**config.mk**
```make
export PLATFORM = sky130hd
export DESIGN_NAME = sigdecode_seq
export DESIGN_NICKNAME = d
export VERILOG_FILES = /design/src/rtl/abr_params_pkg.sv /design/src/rtl/sigdecode_seq_wdog.sv /design/src/rtl/sigdecode_seq.sv
export SDC_FILE = /design/constraint.sdc
export NUM_CORES = 1
export LEC_CHECK = 0
export ABC_AREA = 0
export CAP_MARGIN = 20
export CORE_AREA = 4 4 159 161
export DETAILED_ROUTE_END_ITERATION = 16
export DIE_AREA = 0 0 163 165
export DONT_BUFFER_PORTS = 1
export SLEW_MARGIN = 20
export SYNTH_ARGS = -nofsm -noshare
export SYNTH_HDL_FRONTEND = slang
export SYNTH_SLANG_ARGS = --single-unit
export TNS_END_PERCENT = 10
```
**constraint.sdc**
```tcl
create_clock -name clk -period 2.4 [get_ports clk]
set_input_delay 0.36 -clock clk [delete_from_list [all_inputs] [get_ports clk]]
set_output_delay 0.36 -clock clk [all_outputs]
set_load 0.03 [all_outputs]
```
**src/rtl/abr_params_pkg.sv**
```systemverilog
// Shared memory-interface types, address width and sequencer state encoding
// used by the signature-decode sequencer and its sub-units.
package abr_params_pkg;

  localparam int ABR_MEM_ADDR_WIDTH = 15;

  typedef enum logic [1:0] {
    RW_IDLE  = 2'b00,
    RW_READ  = 2'b01,
    RW_WRITE = 2'b10
  } mem_rw_mode_e;

  typedef struct packed {
    mem_rw_mode_e                  rd_wr_en;
    logic [ABR_MEM_ADDR_WIDTH-1:0] addr;
  } mem_if_t;

  typedef enum logic [1:0] {
    IDLE  = 2'b00,
    Z_RUN = 2'b01,
    H_RUN = 2'b10,
    DONE  = 2'b11
  } sigdecode_seq_state_e;

  localparam mem_if_t MEM_IF_IDLE = '{rd_wr_en: RW_IDLE, addr: {ABR_MEM_ADDR_WIDTH{1'b0}}};

  function automatic logic mem_req_active(input mem_if_t req);
    return (req.rd_wr_en != RW_IDLE);
  endfunction

endpackage

```
**src/rtl/sigdecode_seq_wdog.sv**
```systemverilog
// Clearable up-counter that flags expiry once a sub-unit run has lasted
// WDOG_CYCLES-1 counted cycles; it saturates there until cleared.
module sigdecode_seq_wdog #(
  parameter int WDOG_CYCLES = 1024
) (
  input  logic i_clk,
  input  logic i_reset,
  input  logic i_clear,
  input  logic i_en,
  output logic o_expired
);

  localparam int CNT_W = $clog2(WDOG_CYCLES + 1);
  localparam logic [CNT_W-1:0] LIMIT = CNT_W'(WDOG_CYCLES - 1);

  logic [CNT_W-1:0] r_count;
  logic             w_expired;

  assign w_expired = (r_count == LIMIT);
  assign o_expired = w_expired;

  // cycle counter, restarted on every run entry
  always_ff @(posedge i_clk) begin
    if (i_reset || i_clear) begin
      r_count <= {CNT_W{1'b0}};
    end else if (i_en && !w_expired) begin
      r_count <= r_count + CNT_W'(1);
    end else begin
      r_count <= r_count;
    end
  end

endmodule

```
**src/rtl/sigdecode_seq.sv**
```systemverilog
// Signature-decode sequencer: launches the z decoder then the h decoder,
// muxes their write ports onto one registered port and supervises errors.
module sigdecode_seq
  import abr_params_pkg::*;
#(
  parameter int REG_SIZE    = 24,
  parameter int WDOG_CYCLES = 1024
) (
  input  logic                          clk,
  input  logic                          reset,
  input  logic                          zeroize,
  input  logic                          start_i,
  input  logic [ABR_MEM_ADDR_WIDTH-1:0] z_base_addr_i,
  input  logic [ABR_MEM_ADDR_WIDTH-1:0] h_base_addr_i,
  output logic                          z_enable_o,
  output logic                          h_enable_o,
  output logic [ABR_MEM_ADDR_WIDTH-1:0] z_base_addr_o,
  output logic [ABR_MEM_ADDR_WIDTH-1:0] h_base_addr_o,
  input  logic                          z_done_i,
  input  logic                          h_done_i,
  input  logic                          z_error_i,
  input  logic                          h_error_i,
  input  mem_if_t                       z_mem_wr_req_i,
  input  mem_if_t                       h_mem_wr_req_i,
  input  logic [4*REG_SIZE-1:0]         z_mem_wr_data_i,
  input  logic [4*REG_SIZE-1:0]         h_mem_wr_data_i,
  output mem_if_t                       mem_wr_req_o,
  output logic [4*REG_SIZE-1:0]         mem_wr_data_o,
  output logic                          busy_o,
  output logic                          done_o,
  output logic                          error_o
);

  sigdecode_seq_state_e  r_state;
  sigdecode_seq_state_e  w_next;
  logic                  w_clr;
  logic                  w_start_acc;
  logic                  w_abort;
  logic                  w_wdog_clear;
  logic                  w_wdog_en;
  logic                  w_wdog_expired;
  mem_if_t               w_wr_req;
  logic [4*REG_SIZE-1:0] w_wr_data;

  assign w_clr        = reset | zeroize;
  assign w_wdog_en    = (r_state == Z_RUN) || (r_state == H_RUN);
  assign w_wdog_clear = ((w_next == Z_RUN) || (w_next == H_RUN)) && (w_next != r_state);

  sigdecode_seq_wdog #(
    .WDOG_CYCLES(WDOG_CYCLES)
  ) u_wdog (
    .i_clk     (clk),
    .i_reset   (w_clr),
    .i_clear   (w_wdog_clear),
    .i_en      (w_wdog_en),
    .o_expired (w_wdog_expired)
  );

  // state register
  always_ff @(posedge clk) begin
    if (w_clr) begin
      r_state <= IDLE;
    end else begin
      r_state <= w_next;
    end
  end

  // next state, abort detection and write-port selection
  always_comb begin
    w_next      = r_state;
    w_start_acc = 1'b0;
    w_abort     = 1'b0;
    w_wr_req    = MEM_IF_IDLE;
    w_wr_data   = {(4*REG_SIZE){1'b0}};
    case (r_state)
      IDLE: begin
        if (start_i) begin
          w_next      = Z_RUN;
          w_start_acc = 1'b1;
        end else begin
          w_next = IDLE;
        end
      end
      Z_RUN: begin
        w_wr_req  = z_mem_wr_req_i;
        w_wr_data = z_mem_wr_data_i;
        // an error beats a simultaneous done; a done beats a simultaneous expiry
        if (z_error_i || mem_req_active(h_mem_wr_req_i) || (w_wdog_expired && !z_done_i)) begin
          w_next  = DONE;
          w_abort = 1'b1;
        end else if (z_done_i) begin
          w_next = H_RUN;
        end else begin
          w_next = Z_RUN;
        end
      end
      H_RUN: begin
        w_wr_req  = h_mem_wr_req_i;
        w_wr_data = h_mem_wr_data_i;
        if (h_error_i || mem_req_active(z_mem_wr_req_i) || (w_wdog_expired && !h_done_i)) begin
          w_next  = DONE;
          w_abort = 1'b1;
        end else if (h_done_i) begin
          w_next = DONE;
        end else begin
          w_next = H_RUN;
        end
      end
      DONE: begin
        w_next = IDLE;
      end
      default: begin
        w_next = IDLE;
      end
    endcase
  end

  // registered outputs, derived from the upcoming state so they align with it
  always_ff @(posedge clk) begin
    if (w_clr) begin
      z_enable_o    <= 1'b0;
      h_enable_o    <= 1'b0;
      busy_o        <= 1'b0;
      done_o        <= 1'b0;
      error_o       <= 1'b0;
      z_base_addr_o <= {ABR_MEM_ADDR_WIDTH{1'b0}};
      h_base_addr_o <= {ABR_MEM_ADDR_WIDTH{1'b0}};
      mem_wr_req_o  <= MEM_IF_IDLE;
      mem_wr_data_o <= {(4*REG_SIZE){1'b0}};
    end else begin
      z_enable_o    <= (w_next == Z_RUN) && (r_state != Z_RUN);
      h_enable_o    <= (w_next == H_RUN) && (r_state != H_RUN);
      busy_o        <= (w_next != IDLE);
      done_o        <= (w_next == DONE);
      mem_wr_req_o  <= w_wr_req;
      mem_wr_data_o <= w_wr_data;
      if (w_start_acc) begin
        error_o       <= 1'b0;
        z_base_addr_o <= z_base_addr_i;
        h_base_addr_o <= h_base_addr_i;
      end else begin
        error_o       <= error_o | w_abort;
        z_base_addr_o <= z_base_addr_o;
        h_base_addr_o <= h_base_addr_o;
      end
    end
  end

endmodule

```
**Word-level counts from Yosys, hierarchy flattened**

Cells that the tools add are included.

- Bits in registers: 161
- Input bits: 264
- Output and inout port bits: 148
- Word-level logic and storage cells: 59

- $add $sub $neg: 1
- Eq/ne operators: 10
- Multiplexer cells: 13
- Bitwise logic cells: 2
- Reduce and logical (&&, ||, !) cells: 21

Operators with widths:

| kind | count |
|---|---|
| 96-bit case mux with 2 select lines | 1 |
| 17-bit case mux with 2 select lines | 1 |
| 11-bit by 1-bit adder with 11-bit output, second input constant | 1 |
| 11-bit by 10-bit == test with 1-bit output, second input constant | 1 |
| 2-bit == test, second input constant | 4 |
| 2-bit case mux with 4 select lines | 1 |
| 1-bit logical OR | 7 |
| 1-bit 2-to-1 mux | 7 |
| 1-bit logical AND | 6 |
| 2-bit nonzero test | 3 |
| 2-bit by 1-bit == test with 1-bit output, second input constant | 2 |
| 2-bit 2-to-1 mux | 2 |
| 1-bit logical NOT | 3 |
| 2-bit logical NOT | 1 |
| 2-bit by 1-bit != test with 1-bit output, second input constant | 1 |
| 2-bit != test | 1 |
| 2-bit != test, second input constant | 1 |
| 1-bit bitwise OR | 2 |
| 1-bit case mux with 2 select lines | 1 |
| 2-bit OR reduction | 1 |

**Longest topological paths before layout**

- Word-level depth: 9
- Mapped depth: 11
- Depth with buffers taken out: 9

**Cells and area by module**

From an unflattened synthesis, not the netlist that was laid out.

- Cell total of the unflattened synthesis: 623
- Area, all modules: 5720.5 um^2

By module, submodules not included:

| module | times used | cells each | area an instance (um^2) | seq. area each (um^2) |
|---|---|---|---|---|
| sigdecode_seq | 1 | 561 | 5181.2 | 3002.9 |
| sigdecode_seq_wdog | 1 | 62 | 539.3 | 220.2 |

**Worst setup path before layout**

OpenSTA, ideal clock, no wires.

- Path kind: register to register
- From: register r_state[0]
- To: register u_wdog.r_count[0]
- Setup time: 0.073 ns
- Data arrival time: 2.273 ns
- Data required time: 2.327 ns
- Slack: 0.054 ns
- Stages on the path, launching flop included: 12
- Buffers on the path: 2
- Period minus slack after synthesis: 2.346 ns
- Cell sequence: dfxtp_1 -> inv_1 -> ha_1 -> clkbuf_1 -> a21o_1 -> a211o_1 -> o221ai_4 -> ha_1 -> a21oi_1 -> nor2_4 -> buf_12 -> nor3_2

- Longest elaborated chain between the ends: 6
- Elaborated cells on any way between the ends: 13
- Classes of those cells: eq/ne: 6; mux: 1; reduce/logical: 6

RTL lines:

| element | line | source |
|---|---|---|
| from (decl) | sigdecode_seq.sv:34 | `sigdecode_seq_state_e r_state;` |
| from (signal assigned) | sigdecode_seq.sv:64 | `r_state <= w_next;` |
| 2-bit == test, or another cell as far along | sigdecode_seq.sv:75 | `case (r_state)` |
| 2-bit case mux with 4 select lines | sigdecode_seq.sv:75 |  |
| 2-bit by 1-bit == test with 1-bit output / 2-bit == test (equally long branches) | sigdecode_seq.sv:47 | `assign w_wdog_clear = ((w_next == Z_RUN) \|\| (w_next == H_RUN)) && (w_next != r_state);` |
| 1-bit logical OR | sigdecode_seq.sv:47 |  |
| 1-bit logical AND | sigdecode_seq.sv:47 |  |
| 1-bit logical OR | sigdecode_seq_wdog.sv:24 | `if (i_reset \|\| i_clear) begin` |
| to (signal assigned) | sigdecode_seq_wdog.sv:25 | `r_count <= {CNT_W{1'b0}};` |
| to (signal assigned) | sigdecode_seq_wdog.sv:27 | `r_count <= r_count + CNT_W'(1);` |
| to (signal assigned) | sigdecode_seq_wdog.sv:29 | `r_count <= r_count;` |
| to (decl) | sigdecode_seq_wdog.sv:16 | `logic [CNT_W-1:0] r_count;` |

Parallel ways exist; a longest one is shown, timed or not.
A chain may end at the register's enable or synchronous reset.

**Worst setup path after layout**

- From: register u_wdog.r_count[0]
- To: register u_wdog.r_count[9]

- Longest elaborated chain between the ends: 9
- Elaborated cells on any way between the ends: 17
- Classes of those cells: add/sub: 1; eq/ne: 4; mux: 3; reduce/logical: 9

RTL lines:

| element | line | source |
|---|---|---|
| 11-bit by 10-bit == test with 1-bit output | sigdecode_seq_wdog.sv:19 | `assign w_expired = (r_count == LIMIT);` |
| 1-bit logical AND, on equally long branches | sigdecode_seq.sv:100, sigdecode_seq.sv:88 |  |
| 1-bit logical OR, on equally long branches | sigdecode_seq.sv:100, sigdecode_seq.sv:88 |  |
| 1-bit 2-to-1 mux / 2-bit 2-to-1 mux (equally long branches) | sigdecode_seq.sv:100, sigdecode_seq.sv:88 |  |
| 2-bit case mux with 4 select lines | sigdecode_seq.sv:75 |  |
| 2-bit by 1-bit == test with 1-bit output / 2-bit == test (equally long branches) | sigdecode_seq.sv:47 |  |
| 1-bit logical OR | sigdecode_seq.sv:47 |  |
| 1-bit logical AND | sigdecode_seq.sv:47 |  |
| 1-bit logical OR | sigdecode_seq_wdog.sv:24 |  |

Parallel ways exist; a longest one is shown, timed or not.

==> flow_metrics.env <==
export IMPL_vias=4603
export IMPL_synthSimpleGateAreaFrac_pct=17.12
export IMPL_avgSynthCellArea_um2=9.374
export IMPL_ys_ff_latch=161
export IMPL_finalCritPeriodShare_pct=96.69
export IMPL_cts_made_buffers=17
export IMPL_grt_pass1_vias=4210
export IMPL_fin_cells=951
export IMPL_whs_path_depth=2
export IMPL_fin_ws_ns=0.07947
export IMPL_synth_top_family_by_area="compound AO/OA/AOI/OAI gates"
export IMPL_r2r_end="u_wdog.r_count[9]$_SDFFE_PP0P_"
export IMPL_synth_top_area_share_pct=55.46
export IMPL_synthAdderAreaFrac_pct=1.938
export IMPL_synth_fp_nets=893
export IMPL_hold_class="primary input to flop"
export IMPL_drive_gt1_share_pct=13.90
export IMPL_start_util_pct=24.25
export IMPL_r2r_slack_ns=0.08
export IMPL_gr_total_overflow=0
export IMPL_holdWs_ns=0.06848
export IMPL_wl_um=19180
export IMPL_yosysSeqAreaShare_pct=55.46
export IMPL_max_vdd_ir_drop_v=0.0003374
export IMPL_placed_cells=917
export IMPL_port_buffers=0
export IMPL_min_delay_start="h_base_addr_i[11]"
export IMPL_finClkSkew_ns=0.01038
export IMPL_io_pin_count=412
export IMPL_p_per_area_mw_per_mm2=823.8
export IMPL_setup_viol=0
export IMPL_yosys_most_used_dff="dfxtp_1"
export IMPL_drv_slew=0
export IMPL_cts_max_level=4
export IMPL_rsz0062_at_grt="true"
export IMPL_numClockSinks=161
export IMPL_cts_tree="done"
export IMPL_crit_type="flop to flop"
export IMPL_netlist_area_mm2=0.005812
export IMPL_async_flop_share_pct=0
export IMPL_maxSlewHeadroom_pct=40.97
export IMPL_worst_pin_slew_ns=0.8854
export IMPL_muxShareOfSynthArea_pct=0.1722
export IMPL_postCtsHoldBufs=0
export IMPL_tns_ns=0
export IMPL_finalHoldViolations=0
export IMPL_cp_data_required_time_ns=2.71
export IMPL_synth_cell_types=45
export IMPL_cts_max_path_buffers=2
export IMPL_core_mm2=0.02396
export IMPL_gp_routability_congestion=0.8093
export IMPL_yosysTopAreaCell="dfxtp_1"
export IMPL_yosys_warnings=0
export IMPL_cts_root_buf="clkbuf_16"
export IMPL_final_cell_area_mm2=0.006873
export IMPL_placed_cell_area_mm2=0.006248
export IMPL_fillerInstances=2558
export IMPL_finalPower_mw=5.662
export IMPL_syn_instance_count=620
export IMPL_wire_per_inst_um=20.17
export IMPL_r2r_start="u_wdog.r_count[0]$_SDFFE_PP0P_"
export IMPL_insertion_delay_ns=0.41
export IMPL_antenna_found_initial=1
export IMPL_dieHeight_um=165
export IMPL_fp_dieArea_mm2=0.02690
export IMPL_power_leakage_nw=2.228
export IMPL_synth_area_leaders="dfxtp_1 (55%), a22oi_1 (15%), nor2_1 (7.8%), nand2_1 (4.3%), a21oi_1 (3.0%)"
export IMPL_cts_clk_slew_worst_paths_ns=0.07
export IMPL_worstHoldEndpoint="h_base_addr_o[11]$_SDFFE_PP0P_"
export IMPL_fmax_mhz=430.9
export IMPL_synth_compound_area_share_pct=20.09
export IMPL_final_util_pct=28.68
export IMPL_startpoint_type="flop"
export IMPL_rr_worst_depth=10
export IMPL_crit_path_max_fanout=5
export IMPL_avgViaCountPerCell=4.840
export IMPL_synth_edff_count=0
export IMPL_grt_total_usage_pct=12.74
export IMPL_synth_xor_area_share_pct=1.206
export IMPL_syn2layout_area_growth_pct=18.26
export IMPL_grt_max_degree=116
export IMPL_pre_cts_ws_ns=0.02002
export IMPL_num_rows=57
export IMPL_crit_arrival_ns=2.63
export IMPL_hpwlAfterDp_um=14420
export IMPL_grt_pass1_wl_um=25840
export IMPL_maxCapViolCount=0
export IMPL_drc_errors=0
export IMPL_first_pass_iters=5
export IMPL_fp_dieW_um=163
export IMPL_status="completed"
export IMPL_final_nets=886
export IMPL_drtIter0Drc=336
export IMPL_end_kind="flop"
export IMPL_ant_nets=0
export IMPL_period_minus_slack_ns=2.321
[flip-flops by register name (all words and copies together), names as in the netlist, 2 cells and up]
name and count:
mem_wr_data_o 96, mem_wr_req_o 17, u_wdog.r_count 11, z_base_addr_o 15, h_base_addr_o 15, r_state 2
[synth_stat cells (2+ instances only)]
master,count
dfxtp_1,161
buf_1,13
a21oi_1,35
nor2_1,121
xnor2_1,6
inv_1,5
nor3b_1,2
a31oi_1,2
xor2_1,2
clkbuf_1,35
o211ai_1,2
o21ai_0,2
nor3_1,2
and2_1,3
nor4_1,3
nand2_1,66
nor3_2,10
nand4_1,2
or3_1,2
a22oi_1,113
ha_1,9
[per-layer routing]
metal,up-vias,track usage (%),share of wire [%]
met1,2207,15.69,40
met5,-,0,0
met3,8,5.640,9.8
li1,2148,-,-
met2,240,20.32,50
met4,0,3.469,0.77
[worst max-delay path by stage]
| stage | start | to | slack [ns] | cells after the start |
|---|---|---|---|---|
| after CTS | u_wdog.r_count[1]$_SDFFE_PP0P_ | u_wdog.r_count[0]$_SDFFE_PP0P_ | 0.002 | 10 |
| final | u_wdog.r_count[0]$_SDFFE_PP0P_ | u_wdog.r_count[9]$_SDFFE_PP0P_ | 0.08 | 10 |
| after detailed placement | u_wdog.r_count[1]$_SDFFE_PP0P_ | u_wdog.r_count[6]$_SDFFE_PP0P_ | 0.02 | 10 |
| after floorplan | r_state[0]$_SDFF_PP0_ | u_wdog.r_count[0]$_SDFFE_PP0P_ | 0.05 | 11 |
| after global placement | u_wdog.r_count[1]$_SDFFE_PP0P_ | u_wdog.r_count[6]$_SDFFE_PP0P_ | 0.06 | 10 |
| after global routing | u_wdog.r_count[1]$_SDFFE_PP0P_ | u_wdog.r_count[0]$_SDFFE_PP0P_ | -0.06 | 10 |
[cell type report]
cell class / instances / area [µm²] / share of cell area (%)
diodes: 1 / 2.502 / 0.03641
flip-flops and latches: 161 / 3226 / 46.93
clock inverters: 13 / 116.4 / 1.693
multi-input cells: 403 / 2419 / 35.19
clock buffers: 19 / 452.9 / 6.590
inverters: 6 / 22.52 / 0.3277
well taps: 324 / 405.4 / 5.898
repair buffers: 24 / 229.0 / 3.332
[what timing repair did]
item / CTS / global route
gates resized for setup: 0 / 12
setup buffers: 0 / 0
setup endpoints to repair: 0 / 11
[critical path: stages (launching register included)]
cell and delay [ns]:
dfxtp_2 0.36, ha_4 0.16, nand2_4 0.06, or4_4 0.49, a21oi_2 0.14, a21oi_2 0.05
ha_1 0.33, nor2_1 0.06, a211oi_2 0.28, buf_4 0.23, nor3_2 0.05
[cell usage in the layout (no fill, tap or decap), types with 2 or more instances in the layout]
cell | netlist | final
inv_6 | 0 | 5
buf_4 | 0 | 18
clkinv_4 | 0 | 3
a31oi_1 | 2 | 2
nor3_2 | 10 | 10
nor3b_1 | 2 | 2
xnor2_1 | 6 | 6
clkbuf_8 | 0 | 2
ha_1 | 9 | 6
dfxtp_2 | 0 | 2
buf_12 | 1 | 3
nor4_1 | 3 | 3
nand4_1 | 2 | 2
dfxtp_1 | 161 | 159
o211ai_1 | 2 | 2
nor3_1 | 2 | 2
or3_1 | 2 | 2
inv_1 | 5 | 5
xor2_1 | 2 | 2
a21oi_1 | 35 | 32
clkbuf_16 | 0 | 17
nand2_1 | 66 | 64
nand2_4 | 0 | 2
ha_4 | 0 | 3
buf_6 | 1 | 3
and2_1 | 3 | 3
nor2_1 | 121 | 121
inv_8 | 0 | 3
a22oi_1 | 113 | 113
a21oi_2 | 0 | 3
o21ai_0 | 2 | 2
[logic make-up (layout without fill, tap and decap cells)]
logic type,count (synthesis),in the layout
AOI/OAI and AO/OA,163,163
and+or+nand+nor,222,222
DFF,161,161
muxes,1,1
xor gates and xnor gates,8,8
adders and majority gates,9,9
buffers and inverters,56,62
other,0,1
[where the power goes]
group | switching [mW] | total (mW) | internal [mW]
Combinational | 0.164 | 0.263 | 0.0994
Clock | 1.22 | 2.64 | 1.42
Sequential | 0.0633 | 2.76 | 2.70
Total | 1.44 | 5.66 | 4.22
No activity file was read; power rests on OpenSTA's default activity.
